--- config.mk ---
export PLATFORM = sky130hd
export DESIGN_NAME = hazard_forward_unit
export DESIGN_NICKNAME = d
export VERILOG_FILES = /design/src/rtl/hazard_pkg.sv /design/src/rtl/mc_scoreboard.sv /design/src/rtl/hazard_forward_unit.sv
export SDC_FILE = /design/constraint.sdc
export NUM_CORES = 1
export LEC_CHECK = 0
export CORE_MARGIN = 1
export CORE_UTILIZATION = 44
export DETAILED_ROUTE_END_ITERATION = 10
export PLACE_DENSITY = 0.89
export SYNTH_ARGS = -nofsm -noshare
export SYNTH_HDL_FRONTEND = slang
export SYNTH_SLANG_ARGS = --single-unit
--- constraint.sdc ---
create_clock -name ClockInput -period 2.05 [get_ports ClockInput]
set_clock_uncertainty 0.15 [all_clocks]
set_input_delay 0.3075 -clock ClockInput [delete_from_list [all_inputs] [get_ports ClockInput]]
set_output_delay 0.3075 -clock ClockInput [all_outputs]
set_load 0.03 [all_outputs]
--- src/rtl/hazard_pkg.sv ---
// Shared definitions for the hazard/forwarding controller: forward select
// codes, the stall FSM state type, and the per-source priority function.
package hazard_pkg;

   localparam int unsigned FWD_W = 3;

   localparam logic [FWD_W-1:0] FWD_NONE     = 3'd0;
   localparam logic [FWD_W-1:0] FWD_EX_ALU   = 3'd1;
   localparam logic [FWD_W-1:0] FWD_MEM_ALU  = 3'd2;
   localparam logic [FWD_W-1:0] FWD_MEM_LOAD = 3'd3;
   localparam logic [FWD_W-1:0] FWD_WB       = 3'd4;

   typedef enum logic [1:0] {
      IDLE       = 2'd0,
      LOAD_STALL = 2'd1,
      MC_WAIT    = 2'd2
   } stall_state_t;

   // Youngest matching writer wins: EX, then MEM, then WB.
   function automatic logic [FWD_W-1:0] fwd_select(
      input logic ex_alu_hit,
      input logic mem_alu_hit,
      input logic mem_load_hit,
      input logic wb_hit
   );
      if (ex_alu_hit)        return FWD_EX_ALU;
      else if (mem_alu_hit)  return FWD_MEM_ALU;
      else if (mem_load_hit) return FWD_MEM_LOAD;
      else if (wb_hit)       return FWD_WB;
      else                   return FWD_NONE;
   endfunction

endpackage

--- src/rtl/mc_scoreboard.sv ---
// Busy vector for destinations of the out-of-pipe multi-cycle unit.
// A bit is set on issue and cleared on completion; register 0 never tracks.
module mc_scoreboard
   import hazard_pkg::*;
#(
   parameter int unsigned REG_ADDR_W = 4
) (
   input  logic                       ClockInput,
   input  logic                       ResetInputN,
   input  logic                       MC_Issue,
   input  logic [REG_ADDR_W-1:0]      MC_IssueRd,
   input  logic                       MC_Done,
   input  logic [REG_ADDR_W-1:0]      MC_DoneRd,
   output logic [2**REG_ADDR_W-1:0]   MC_BusyVec
);

   logic [2**REG_ADDR_W-1:0] busy_d;

   // Next busy vector: clear first so a same-register issue re-sets the bit.
   always_comb begin
      busy_d = MC_BusyVec;
      if (MC_Done && (MC_DoneRd != '0))
         busy_d[MC_DoneRd] = 1'b0;
      if (MC_Issue && (MC_IssueRd != '0))
         busy_d[MC_IssueRd] = 1'b1;
   end

   // Busy vector register.
   always_ff @(posedge ClockInput or negedge ResetInputN) begin
      if (!ResetInputN)
         MC_BusyVec <= '0;
      else
         MC_BusyVec <= busy_d;
   end

endmodule

--- src/rtl/hazard_forward_unit.sv ---
// ID-stage RAW hazard resolution: per-source forward selects against
// EX/MEM/WB writers, load-use stalls and multi-cycle-unit scoreboard stalls.
module hazard_forward_unit
   import hazard_pkg::*;
#(
   parameter int unsigned REG_ADDR_W        = 4,
   parameter int unsigned NUM_SRC           = 2,
   parameter int unsigned OPC_W             = 4,
   parameter int unsigned OPC_ALU           = 1,
   parameter int unsigned OPC_LOAD          = 2,
   parameter int unsigned LOAD_STALL_CYCLES = 1
) (
   input  logic                          ClockInput,
   input  logic                          ResetInputN,
   input  logic                          ID_Valid,
   input  logic [NUM_SRC*REG_ADDR_W-1:0] ID_RSrc,
   input  logic                          EX_Valid,
   input  logic                          MEM_Valid,
   input  logic                          WB_Valid,
   input  logic [REG_ADDR_W-1:0]         EX_Rdestination,
   input  logic [REG_ADDR_W-1:0]         MEM_Rdestination,
   input  logic [REG_ADDR_W-1:0]         WB_Rdestination,
   input  logic [OPC_W-1:0]              EX_OpCode,
   input  logic [OPC_W-1:0]              MEM_OpCode,
   input  logic                          WB_WriteEnable,
   input  logic                          MC_Issue,
   input  logic [REG_ADDR_W-1:0]         MC_IssueRd,
   input  logic                          MC_Done,
   input  logic [REG_ADDR_W-1:0]         MC_DoneRd,
   output logic [NUM_SRC*FWD_W-1:0]      ID_Fwd,
   output logic                          StallRequest,
   output logic [2**REG_ADDR_W-1:0]      MC_BusyVec
);

   localparam logic [2:0] LOAD_CNT_INIT = 3'(LOAD_STALL_CYCLES - 1);

   logic ex_alu, ex_load, mem_alu, mem_load, wb_write;
   logic [NUM_SRC*FWD_W-1:0] fwd_d;
   logic [NUM_SRC-1:0]       lu_hit;
   logic [NUM_SRC-1:0]       mc_hit;
   logic                     load_use, mc_hazard;
   stall_state_t             state_q, state_d;
   logic [2:0]               cnt_q, cnt_d;

   assign ex_alu   = EX_Valid  && (EX_OpCode  == OPC_W'(OPC_ALU));
   assign ex_load  = EX_Valid  && (EX_OpCode  == OPC_W'(OPC_LOAD));
   assign mem_alu  = MEM_Valid && (MEM_OpCode == OPC_W'(OPC_ALU));
   assign mem_load = MEM_Valid && (MEM_OpCode == OPC_W'(OPC_LOAD));
   assign wb_write = WB_Valid  && WB_WriteEnable;

   mc_scoreboard #(
      .REG_ADDR_W (REG_ADDR_W)
   ) u_scoreboard (
      .ClockInput  (ClockInput),
      .ResetInputN (ResetInputN),
      .MC_Issue    (MC_Issue),
      .MC_IssueRd  (MC_IssueRd),
      .MC_Done     (MC_Done),
      .MC_DoneRd   (MC_DoneRd),
      .MC_BusyVec  (MC_BusyVec)
   );

   for (genvar i = 0; i < NUM_SRC; i++) begin : g_src
      logic [REG_ADDR_W-1:0] src;
      logic                  live;
      assign src  = ID_RSrc[i*REG_ADDR_W +: REG_ADDR_W];
      assign live = ID_Valid && (src != '0);
      assign fwd_d[i*FWD_W +: FWD_W] = live ?
         fwd_select(ex_alu   && (src == EX_Rdestination),
                    mem_alu  && (src == MEM_Rdestination),
                    mem_load && (src == MEM_Rdestination),
                    wb_write && (src == WB_Rdestination)) : FWD_NONE;
      assign lu_hit[i] = live && ex_load && (src == EX_Rdestination);
      assign mc_hit[i] = live && MC_BusyVec[src];
   end

   assign load_use  = |lu_hit;
   assign mc_hazard = |mc_hit;

   // Stall FSM next state; load-use is served before any MCU wait.
   always_comb begin
      state_d = state_q;
      cnt_d   = cnt_q;
      case (state_q)
         IDLE: begin
            if (load_use) begin
               state_d = LOAD_STALL;
               cnt_d   = LOAD_CNT_INIT;
            end else if (mc_hazard) begin
               state_d = MC_WAIT;
            end
         end
         LOAD_STALL: begin
            if (cnt_q == '0)
               state_d = mc_hazard ? MC_WAIT : IDLE;
            else
               cnt_d = cnt_q - 3'd1;
         end
         MC_WAIT: begin
            if (!mc_hazard)
               state_d = IDLE;
         end
         default: state_d = IDLE;
      endcase
   end

   // State, counter and registered outputs.
   always_ff @(posedge ClockInput or negedge ResetInputN) begin
      if (!ResetInputN) begin
         state_q      <= IDLE;
         cnt_q        <= '0;
         StallRequest <= 1'b0;
         ID_Fwd       <= '0;
      end else begin
         state_q      <= state_d;
         cnt_q        <= cnt_d;
         StallRequest <= (state_d != IDLE);
         ID_Fwd       <= fwd_d;
      end
   end

endmodule

==> impl_metrics.tcl <==
set metrics [dict create \
    status "finished clean" \
    die_height_um 66.4 \
    core_mm2 0.00400 \
    dr.pass1.iters 4 \
    final-setup-viol-count 0 \
    drcViolationCount 0 \
    worstPathMaxFanout 4 \
    grt_max_degree 29 \
    slowest_stage "clkdlybuf4s50_1" \
    fin_crit_ns 1.92 \
    rsz0062_at_grt "false" \
    cp_top_family "simple AND/OR/NAND/NOR gates" \
    fp.dieW_um 66.4 \
    ys_warn_count 0 \
    die_area_mm2 0.00441 \
    wl_um 5220 \
    cts-buffers-inserted 3 \
    cp-start-kind "primary input" \
    max_cap_violations 0 \
    dpl_cell_area_mm2 0.00265 \
    drv_slew 0 \
    cts_root_buf "clkbuf_8" \
    rows 23 \
    final_area_mm2 0.00274 \
    synth_cell_type_count 38 \
    diodes 0 \
    numPortBuffers 67 \
    hold_path.class "primary input to async pin" \
    seq_power_share_pct 38.4 \
    p_switching_uw 683 \
    max_freq_ghz 0.520 \
    relSlewSlack_pct 70.0 \
    vias_per_cell 5.63 \
    cts_tree "built" \
    postSynthCellCount 187 \
    swShare_pct 34.2 \
    end_kind "register" \
    crit_required_ns 2.07 \
    power_mw 2.00 \
    cts_sinks 28 \
    io_pins 68 \
    path_buf_inv 1 \
    clk_pin_slew_worst_paths_ns 0.10 \
    place.detailed.hpwl_um 4230 \
    avgSynthCellArea_um2 9.76 \
    drive_above_1_share_pct 14.9 \
    path_cells "clkdlybuf4s50_1, xor2_1, nor4_2, a22o_1, and2_1, o22ai_1" \
    arrival_ns 1.94 \
    crit_type "primary input to register" \
    syn-cell-area_mm2 0.00183 \
    ys_ff_latch 28 \
    yosysTopAreaCell "dfrtp_1" \
    leakagePower_nw 1.12 \
    grt_pass1_vias 1851 \
    synthFlopType "dfrtp_1" \
    antenna_left 0 \
    ir_drop_uv 620 \
    drt-wirelength-per-cell_um 16.4 \
    synth_area_leaders "dfrtp_1 (38%), o21ai_0 (8.5%), xor2_1 (7.7%), mux4_2 (6.2%), xnor2_1 (4.3%)" \
    vias 1795 \
    final_nets 317 \
    yosys.area.top_type_share_pct 38.4 \
    overflow 0 \
    critPathMaxStageDelay_ns 0.51 \
    cts_buffer_depth 2 \
    synthArstFlopShare_pct 100 \
    hold_viol_final 0 \
    finalCritPeriodShare_pct 93.7 \
    synth_common_cells "o21ai_0 (31), dfrtp_1 (28), nand2_1 (17), xor2_1 (16), xnor2_1 (9)" \
    power_density_mw_per_mm2 730 \
    holdBufCountCts 0 \
    clk_latency_ns 0.28 \
    post_cts_buffers 0 \
    htree_levels 1 \
    area_delta_synth_final_pct 50.0 \
    clkPwrFrac_pct 21.9 \
    first_iter_violations 80 \
    track_usage_pct 25.4 \
    p_int_mw 1.32 \
    synth_edf_count 0 \
    syn-num-nets 234 \
    antenna_found_initial 0 \
    seq_area_frac_synth_pct 38.4 \
    grt_pass1_wl_um 8400 \
    worst_pin_slew_ns 0.446 \
    synthMostInstantiatedCell "o21ai_0" \
    start_util_pct 45.6 \
    comb_power_share_pct 39.7 \
    place_congestion 0.914 \
]
cell usage in the layout (no fill, tap or decap), drive strengths merged, types with 4 or more instances in the layout:
master,instances
nand2b,7
nor2,7
nor2b,4
o21ai,31
buf,20
clkdlybuf4s50,61
nor4,6
nand3,6
mux4,5
nand3b,4
xnor2,9
dfrtp,28
nand2,17
xor2,16
final timing paths:
path / from / end / slack, ns / depth (start not counted)
worst max-delay path: ID_RSrc[3] / cnt_q[1] / 0.13 / 6
worst min-delay path: ResetInputN / cnt_q[0] / 0.25 / 2
worst max register to register: u_scoreboard.MC_BusyVec[5] / StallRequest / 0.15 / 5
worst min register to register: u_scoreboard.MC_BusyVec[0] / u_scoreboard.MC_BusyVec[0] / 0.30 / 0
max in group asynchronous: ResetInputN / u_scoreboard.MC_BusyVec[7] / 1.23 / 2
min in group ClockInput: u_scoreboard.MC_BusyVec[0] / u_scoreboard.MC_BusyVec[0] / 0.30 / 0
final cells by class:
type	instances	area, µm²
tap	50	62.6
inverter	3	11.3
fill	306	1260
clock inverter	1	30.0
timing repair buffer	87	825
multi-input combinational	147	1070
clock buffer	3	41.3
sequential	28	701
what timing repair did:
item                                    4_1_cts  5_1_grt
resized for setup                             5        5
pin swaps                                     1        2
endpoints found under the setup margin        5        5
stage by stage:
step	setup TNS, ns	util [%]	hold WS [ns]	setup slack [ns]	cells
6_report	0	68.4	0.249	0.128	319
5_1_grt	0	68.4	0.272	0.0331	319
3_5_place_dp	-3.14	66.2	0.282	-0.374	315
2_1_floorplan	0	-	-0.138	0.198	187
4_1_cts	0	68.0	0.253	0.0426	319
3_3_place_gp	-2.53	66.2	0.273	-0.332	315
sequential cells by signal, indices dropped and copies added, names as in the netlist:
signal                   count
state_q                      2
u_scoreboard.MC_BusyVec     16
cnt_q                        3
StallRequest                 1
ID_Fwd                       6
worst register-to-register path, cell delays in order (launching register included):
cell and delay [ns]:
dfrtp_1 0.45, mux4_2 0.49, nor2b_2 0.15, nor4b_1 0.07, nor4_2 0.34, a32oi_1 0.15
power by group through the flow:
stage               Combinational (mW)  Clock (mW)  Sequential, mW
floorplan                        0.301           0           0.879
detailed placement               0.785           0           0.773
finish                           0.793       0.438           0.768
global placement                 0.761           0           0.766
CTS                              0.790       0.446           0.762
global route                     0.854       0.465           0.777
cell families (layout without fill, tap and decap cells):
kind of cell,Yosys count,after routing,share of synthesized area [%]
multiplexers,11,11,9.66
AO/OA/AOI/OAI,44,44,14.4
flip-flops,28,28,38.4
buffers and inverters,12,94,4.04
XOR/XNOR,25,25,12.0
adder cells (fa/ha/maj),2,2,1.37
AND/OR/NAND/NOR,65,65,20.2
routing by layer:
metal	vias up	share of wire [%]	track usage [%]
met5	-	0	0
met2	98	52	47.3
met4	0	3.2	12.2
met3	19	7.0	3.28
met1	835	38	28.0
li1	843	-	-
Power figures use the tool's default switching activity.
